==> config.mk <==
export PLATFORM = sky130hd
export DESIGN_NAME = ram_port_arbiter
export DESIGN_NICKNAME = d
export VERILOG_FILES = /design/src/rtl/ram_port_arbiter_pkg.sv /design/src/rtl/ram_arb_starve_cnt.sv /design/src/rtl/ram_port_arbiter.sv
export SDC_FILE = /design/constraint.sdc
export NUM_CORES = 1
export LEC_CHECK = 0
export CORE_AREA = 2 2 81 83
export DETAILED_ROUTE_END_ITERATION = 8
export DIE_AREA = 0 0 83 85
export PLACE_DENSITY = 0.85
export SYNTH_ARGS = -nofsm -noshare
export SYNTH_HDL_FRONTEND = slang
export SYNTH_SLANG_ARGS = --single-unit
==> constraint.sdc <==
create_clock -name clk -period 2.6 [get_ports clk]
set_input_delay 0.65 -clock clk [delete_from_list [all_inputs] [get_ports clk]]
set_output_delay 0.65 -clock clk [all_outputs]
set_load 0.005 [all_outputs]
==> src/rtl/ram_port_arbiter_pkg.sv <==
// Shared types and constants for the IF/MEM unified-RAM port arbiter.
//   owner_t : identifies which master owns the RAM command (none, IF, MEM).
//   DATA_W  : RAM data width.
//   SEL_W   : byte-enable width.
//   CNT_W   : width of the IF starvation counter.
package ram_port_arbiter_pkg;

    typedef enum logic [1:0] {
        OWNER_NONE = 2'b00,
        OWNER_IF   = 2'b01,
        OWNER_MEM  = 2'b10
    } owner_t;

    localparam int unsigned DATA_W = 32;
    localparam int unsigned SEL_W  = 4;
    localparam int unsigned CNT_W  = 4;

endpackage

==> src/rtl/ram_arb_starve_cnt.sv <==
// Saturating counter of consecutive MEM grants taken while IF was waiting.
//   clk, rst : clock, synchronous active-high reset
//   inc      : MEM granted while IF eligible
//   clr      : IF granted or IF not requesting (wins over inc)
//   at_max   : counter has reached MAX; IF must win the next contest
module ram_arb_starve_cnt
    import ram_port_arbiter_pkg::*;
#(
    parameter int unsigned MAX = 4
) (
    input  logic clk,
    input  logic rst,
    input  logic inc,
    input  logic clr,
    output logic at_max
);

    localparam logic [CNT_W-1:0] MAX_C = CNT_W'(MAX);

    logic [CNT_W-1:0] cnt;

    always_ff @(posedge clk) begin
        if (rst || clr) begin
            cnt <= '0;
        end else if (inc && (cnt != MAX_C)) begin
            cnt <= cnt + 1'b1;
        end
    end

    assign at_max = (cnt == MAX_C);

endmodule

==> src/rtl/ram_port_arbiter.sv <==
// Arbitrates the single-port unified RAM between instruction fetch (IF) and
// the MEM stage. MEM has priority; IF is guaranteed a grant after at most
// STARVE_MAX consecutive MEM grants. Acks and read data return one cycle
// after the command is issued to the RAM.
//   if_*   : IF read master (req/addr in, rdata/ack/stall out)
//   mem_*  : MEM read/write master (req/we/sel/addr/wdata in, rdata/ack/stall out)
//   ram_*  : RAM command outputs, ram_rdata input (valid the cycle after a read)
module ram_port_arbiter
    import ram_port_arbiter_pkg::*;
#(
    parameter int unsigned ADDR_W     = 10,
    parameter int unsigned STARVE_MAX = 4
) (
    input  logic              clk,
    input  logic              rst,

    input  logic              if_req,
    input  logic [ADDR_W-1:0] if_addr,
    output logic [DATA_W-1:0] if_rdata,
    output logic              if_ack,
    output logic              if_stall,

    input  logic              mem_req,
    input  logic              mem_we,
    input  logic [SEL_W-1:0]  mem_sel,
    input  logic [ADDR_W-1:0] mem_addr,
    input  logic [DATA_W-1:0] mem_wdata,
    output logic [DATA_W-1:0] mem_rdata,
    output logic              mem_ack,
    output logic              mem_stall,

    output logic              ram_ce,
    output logic              ram_we,
    output logic [SEL_W-1:0]  ram_sel,
    output logic [ADDR_W-1:0] ram_addr,
    output logic [DATA_W-1:0] ram_wdata,
    input  logic [DATA_W-1:0] ram_rdata
);

    owner_t inflight;
    logic   inflight_we;
    logic   if_elig;
    logic   mem_elig;
    logic   grant_if;
    logic   grant_mem;
    logic   at_max;

    // A port whose previous command is being acked this cycle must not re-issue.
    assign if_elig  = if_req  && (inflight != OWNER_IF);
    assign mem_elig = mem_req && (inflight != OWNER_MEM);

    // Nothing is issued while reset is held, so no write can slip out and
    // the first grant lands on the cycle after reset falls.
    assign grant_mem = !rst && mem_elig && !(at_max && if_elig);
    assign grant_if  = !rst && if_elig && !grant_mem;

    ram_arb_starve_cnt #(
        .MAX (STARVE_MAX)
    ) u_starve (
        .clk    (clk),
        .rst    (rst),
        .inc    (grant_mem && if_elig),
        .clr    (grant_if || !if_req),
        .at_max (at_max)
    );

    always_comb begin
        ram_ce    = 1'b0;
        ram_we    = 1'b0;
        ram_sel   = '0;
        ram_addr  = '0;
        ram_wdata = '0;
        if (grant_mem) begin
            ram_ce    = 1'b1;
            ram_we    = mem_we;
            ram_sel   = mem_sel;
            ram_addr  = mem_addr;
            ram_wdata = mem_wdata;
        end else if (grant_if) begin
            ram_ce    = 1'b1;
            ram_sel   = '1;
            ram_addr  = if_addr;
        end
    end

    always_ff @(posedge clk) begin
        if (rst) begin
            inflight    <= OWNER_NONE;
            inflight_we <= 1'b0;
        end else begin
            inflight    <= grant_mem ? OWNER_MEM : (grant_if ? OWNER_IF : OWNER_NONE);
            inflight_we <= grant_mem && mem_we;
        end
    end

    // Acks are masked while reset is held so an access caught by reset is
    // dropped without ever being acknowledged.
    assign if_ack    = !rst && (inflight == OWNER_IF);
    assign mem_ack   = !rst && (inflight == OWNER_MEM);
    assign if_rdata  = if_ack ? ram_rdata : '0;
    assign mem_rdata = (mem_ack && !inflight_we) ? ram_rdata : '0;
    assign if_stall  = if_req && !if_ack;
    assign mem_stall = mem_req && !mem_ack;

endmodule

==> results of run 1 <==
## placed cells by master, fill, tap and decap left out, drive strengths merged
cell type / n
nand4: 2
o311a: 1
inv: 4
nor2b: 4
a21oi: 1
a31oi: 1
and4: 1
dlymetal6s2s: 13
dlygate4sd2: 42
and3: 2
buf: 38
a2111oi: 1
nand2: 1
xnor2: 1
clkdlybuf4s50: 125
nand4b: 1
nand3b: 1
ha: 2
nand2b: 3
a21o: 5
nor3: 1
nor2: 4
o31ai: 1
a311oi: 1
and2: 98
o41ai: 1
a31o: 1
a211oi: 1
dfxtp: 7
clkbuf: 22
a22o: 10
and3b: 1
nand3: 2
## report_power, final
part | total (uW) | switching [uW] | internal [uW]
clock | 153 | 47.0 | 106
combinational | 407 | 132 | 274
sequential | 115 | 3.61 | 112
## worst max path at each step
| stage | to | slack, ps |
|---|---|---|
| after floorplan | ram_wdata[0] | 440 |
| after global placement | ram_wdata[26] | -540 |
| after detailed placement | ram_addr[4] | -540 |
| after CTS | ram_addr[7] | -80 |
| after global routing | if_rdata[20] | -6 |
| final | ram_wdata[4] | 20 |
## through the flow
step	utilization	TNS, ps	setup WS (ps)	power (uW)
finish	0.587	0	24.6	675
global route	0.587	-9.87	-5.89	713
CTS	0.582	-1180	-77.8	677
detailed placement	0.566	-49590	-537	523
global placement	0.566	-47230	-542	518
floorplan	-	0	444	220
## registers in the layout (all words and copies together), names as in the netlist
| signal | flops |
|---|---|
| u_starve.cnt | 4 |
| inflight | 2 |
| inflight_we | 1 |
## cell families (layout without fill, tap and decap cells)
kind of cell             Yosys count  in the layout  share of synthesized area
AND/OR/NAND/NOR                  121            121                      0.612
XOR/XNOR                           1              1                    0.00704
buffers and inverters             17            244                     0.0623
AO/OA/AOI/OAI                     24             24                      0.186
flip-flops                         7              7                      0.113
adder cells (fa/ha/maj)            2              2                     0.0201
## layout make-up
cell class,count,area share
timing repair buffer,236,0.626
multi-input combinational,148,0.292
sequential,7,0.0388
clock buffer,4,0.0124
tap,77,0.0265
inverter,4,0.00412
## repair_timing
action	4_1_cts	5_1_grt
endpoints found under the setup margin	115	75
resized for setup	119	51
pin swaps	5	7
endpoints found under the hold margin	0	0
gates cloned	3	3
setup buffers	10	2
## metal layers
metal | up-vias | wire [um]
li1 | 1027 | -
met5 | - | 0
met1 | 935 | 2220
met4 | 0 | 87
met2 | 118 | 4260
met3 | 6 | 558
## worst max-delay path: cells and delay by family (launching register included)
| family | cells | cell delay, ps |
|---|---|---|
| buffers and inverters | 3 | 550 |
| AO/OA/AOI/OAI | 1 | 450 |
| adder cells (fa/ha/maj) | 1 | 150 |
| AND/OR/NAND/NOR | 2 | 230 |
| flip-flops | 1 | 320 |
==> results.cfg, run 1 <==
[grt]
overflow = 0
grt-busiest-layer = met2
met1_usage = 0.163
grtUsageMet2 = 0.395
grt_max_degree = 35
grt_pass1_vias = 2102
grt_first_pass_wirelength_um = 10300
antenna_found_initial = 0
use_met3 = 0.0428
gr-usage-all-layers = 0.180

[detailed_routing]
viasPerCell = 4.38
vias = 2086
drcViolationCount = 0
routed_wl_um = 7130
drtPass1Iterations = 4
drt-initial-drc-count = 46
drt-wirelength-per-cell_um = 15.0
postRouteAntennaNets = 0

[yosys]
yosysSeqAreaShare = 0.113
synth_cell_types = 32
postSynthAreaPerCell_sq_um = 7.24
async_flop_share = 0
synth_top_area_cell = and2_1
yosysTopAreaCellShare = 0.492
synth_area_sq_mm = 0.00124
synth_edf_count = 0
syn_inst = 172
synth.most_common_cell = and2_1
ys_ff_latch = 7
yosysWarnings = 0
synth_nets = 267
ys.flop_type = dfxtp_1
synth.top_cells.by_count = and2_1, a22o_1, clkbuf_1
synth_area_leaders = and2_1, dfxtp_1, a22o_1

[layout]
ff_latch_area_sq_um = 141
drive_above_1_share = 0.180
n_antenna_cell = 0
fill_cells = 559
area_growth_pct = 193
nets = 495
final_cells = 476
fin_area_sq_mm = 0.00364
multi_input_area_sq_mm = 0.00106

[clocking]
clock-root-buffer = clkbuf_8
cts_tree = done
h-tree-depth = 1
cts_inserted_buffers = 3
clk_pin_slew_ps = 40
clock_latency_ps = 230
cts-hold-fix-buffers = 0
clk_path_buf_depth = 2
clock-sinks = 7

[placed_design]
placed_cell_area_sq_mm = 0.00351
place.gp.congestion = 0.746
io_buffer_count = 208
place_inst = 457
detailed_place_hpwl_um = 5590

[min_path]
hold_path_class = reg2reg
min_to = u_starve.cnt[1]$_SDFFE_PP0P_
hold_path.startpoint = u_starve.cnt[1]$_SDFFE_PP0P_
holdPathStages = 2

[pwr]
vdd_drop_max_mv = 0.150
p_per_area_mw_per_mm2 = 185
power.leakage_uw = 0.00195

[worst_setup_path]
r2r_end = inflight[0]$_SDFF_PP0_
crit_type = reg2out
start_kind = flip-flop
cp_data_arrival_time_ps = 1930
worstSetupStartpoint = u_starve.cnt[0]$_SDFFE_PP0P_
path_cells = inv_2 -> ha_4 -> nand3b_4 -> o311a_4 -> clkbuf_16 -> and2_1 -> dlygate4sd2_1
critPathSlowestCell = o311a_4
worstReg2RegStart = u_starve.cnt[0]$_SDFFE_PP0P_
end_kind = output pin
cp.required_ps = 1950
r2r_cells = 8
reg2reg_slack_ps = 1030
cp_max_fo = 8
critPathMaxStageDelay_ps = 450

[sta]
max_freq_ghz = 0.388
clock_skew_ps = 2.78
whs_ps = 511
period_minus_slack_ps = 2580
slew_viol_final = 0
relSlewSlack = 0.641
hold_viol_final = 0
fin_crit_sh = 0.991
worst_slew_pin_slew_ps = 534
grt_setup_unrepaired = yes
finalSetupViolCount = 0

[flow_run]
drv_cap = 0

[die]
start_util = 0.201
rows = 29
ios = 209
die-height_um = 85
die-area_sq_mm = 0.00706
die-width_um = 83
core_sq_mm = 0.00620

[outcome]
status = complete, no violations
Note: power is estimated with default switching activity, not from simulation.
==> run 2, diff against run 1 <==
Settings changed: HOLD_SLACK_MARGIN from default to 0.12.
==> results of run 2 <==
Final layout, timing and power as in run 1 (identical DEF).
==> run 3, diff against run 2 <==
Settings changed: ABC_AREA from default to 1, CORE_AREA 2 2 81 83 to default, CORE_MARGIN from default to 3, CORE_UTILIZATION from default to 22, DIE_AREA 0 0 83 85 to default, PLACE_DENSITY 0.85 to 0.89.
Clock period 2.6 ns to 2.7 ns, I/O delays scaled along.
==> results.cfg, run 3 <==
[clocking]
clk_pin_slew_ps = 40
clock_latency_ps = 230
clock-sinks = 7
cts_inserted_buffers = 3
clock-root-buffer = clkbuf_8
clk_path_buf_depth = 2
cts-hold-fix-buffers = 0
cts_tree = done
h-tree-depth = 1

[yosys]
synth_nets = 378
synth_top_area_cell = nor2_1
yosysWarnings = 0
async_flop_share = 0
synth_cell_types = 19
synth_area_leaders = nor2_1, inv_1, nand2_1
postSynthAreaPerCell_sq_um = 4.51
synth.most_common_cell = nor2_1
yosysSeqAreaShare = 0.110
ys.flop_type = dfxtp_1
syn_inst = 283
synth_area_sq_mm = 0.00128
ys_ff_latch = 7
synth_edf_count = 0
yosysTopAreaCellShare = 0.329
synth.top_cells.by_count = nor2_1, inv_1, nand2_1

[layout]
fin_area_sq_mm = 0.00367
mostFrequentLayoutCells = nor2_1, clkdlybuf4s50_1, inv_1, dlygate4sd2_1, nand2_1
multi_input_area_sq_um = 778
largest-register = u_starve.cnt
nets = 601
ff_latch_area_sq_um = 141
fin_util = 0.659
n_antenna_cell = 0
top_regs = u_starve.cnt (4), inflight (2), inflight_we (1)
drive_above_1_share = 0.0950
area_growth_pct = 187
largest_reg_flops = 4
layout_commonest_cell = nor2_1
fill_cells = 500

[detailed_routing]
routed_wl_um = 7160
drt-wirelength-per-cell_um = 12.4
drcViolationCount = 0
vias = 2414
drtPass1Iterations = 4
postRouteAntennaNets = 0
viasPerCell = 4.18
drt-initial-drc-count = 50

[placed_design]
io_buffer_count = 208
place.gp.congestion = 0.804
placed_cell_area_sq_mm = 0.00347
dp_slack_ps = -507
detailed_place_hpwl_um = 5700

[pwr]
power.leakage_uw = 0.00265
vdd_drop_max_mv = 0.189
p_per_area_mw_per_mm2 = 175
power_uw = 641

[worst_setup_path]
cp_max_fo = 17
r2r_end = u_starve.cnt[2]$_SDFFE_PP0P_
reg2reg_slack_ps = 730
cp_data_arrival_time_ps = 1980
r2r_cells = 15
worstSetupStartpoint = rst
start_kind = input port
worstReg2RegStart = inflight[1]$_SDFF_PP0_
crit_type = in2out
end_kind = output pin
cp.required_ps = 2030

[die]
die-width_um = 82.2
core_sq_mm = 0.00557
ios = 209
rows = 27
die-height_um = 82.2
start_util = 0.229
die-area_sq_mm = 0.00676

[sta]
fin_crit_sh = 0.983
finalSetupViolCount = 0
whs_ps = 571
clock_skew_ps = 3.19
worst_slew_pin_slew_ps = 323
hold_viol_final = 0
relSlewSlack = 0.784
setup_ws_ps = 46.3
max_freq_ghz = 0.377
period_minus_slack_ps = 2650
slew_viol_final = 0

[outcome]
status = complete, no violations

[grt]
grt_pass1_vias = 2187
grt_max_degree = 34
overflow = 0
antenna_found_initial = 0
gr-usage-all-layers = 0.185
grt_first_pass_wirelength_um = 9760

[min_path]
hold_path_class = reg2reg
min_to = u_starve.cnt[0]$_SDFFE_PP0P_
hold_path.startpoint = u_starve.cnt[0]$_SDFFE_PP0P_
holdPathStages = 4

[flow_run]
drv_cap = 0
run 3: changes by cell type after synthesis, sizes merged, moves of 2 or more:
cell    delta
nor2     +109
and2      -98
inv       +78
nand2     +54
a22o      -10
clkbuf     -9
buf        +8
a21o       -5
nand3      +4
nor2b      -4
nand2b     -3
and3       -2
o21ai      +2
run 3: logic make-up after synthesis:
logic type | Yosys count | synth area share
AOI/OAI and AO/OA | 3 | 0.0206
xor gates and xnor gates | 1 | 0.00686
adders and majority gates | 2 | 0.0196
buffers and inverters | 94 | 0.305
DFF | 7 | 0.110
and+or+nand+nor | 176 | 0.539
run 3: timing repair:
action	in CTS	in global routing
gates resized for setup	110	40
buffers inserted	10	1
pin swaps	2	1
cloned	1	1
endpoints found under the setup margin	115	57
run 3: how the worst max path moves through the flow:
| stage | slack (ps) | endpoint | cells past startpoint |
|---|---|---|---|
| final | 50 | ram_wdata[31] | 9 |
| after global routing | -10 | ram_addr[7] | 12 |
| after CTS | 0.4 | ram_wdata[12] | 9 |
| after detailed placement | -510 | ram_addr[2] | 9 |
| after global placement | -420 | ram_addr[2] | 9 |
| after floorplan | 540 | mem_rdata[10] | 6 |
run 3: where the power goes:
group / leakage [uW] / internal, uW / total (uW) / switching (uW)
sequential: 0.0000575 / 107 / 109 / 1.97
clock: 0.0000228 / 102 / 150 / 48.0
combinational: 0.00257 / 241 / 383 / 142
total: 0.00265 / 450 / 641 / 192
run 3: area by class of cell:
cell class,instances,share of cell area
flip-flops and latches,7,0.0385
repair buffers,230,0.626
well taps,72,0.0245
multi-input cells,182,0.212
inverters,82,0.0865
clock buffers,4,0.0123
run 3: stage by stage:
stage	std cells	TNS [ps]
5_1_grt	577	-84.4
4_1_cts	575	0
3_5_place_dp	560	-45970
2_1_floorplan	283	0
6_report	577	0
3_3_place_gp	560	-41320
run 3: worst max-delay path: stages:
cell,delay [ps]
clkdlybuf4s15_2,210
inv_1,80
nand2_2,70
nor2_4,110
o21ai_4,100
buf_4,140
bufbuf_16,270
nor2_1,100
clkdlybuf4s15_2,220
run 3: metal layers:
metal  part of all wire  global-route usage  up-vias
met5                  0                   0        -
met3               0.11              0.0412       16
met1               0.33               0.173     1049
met2               0.54               0.382      135
met4              0.022              0.0615        0
li1                   -                   -     1214
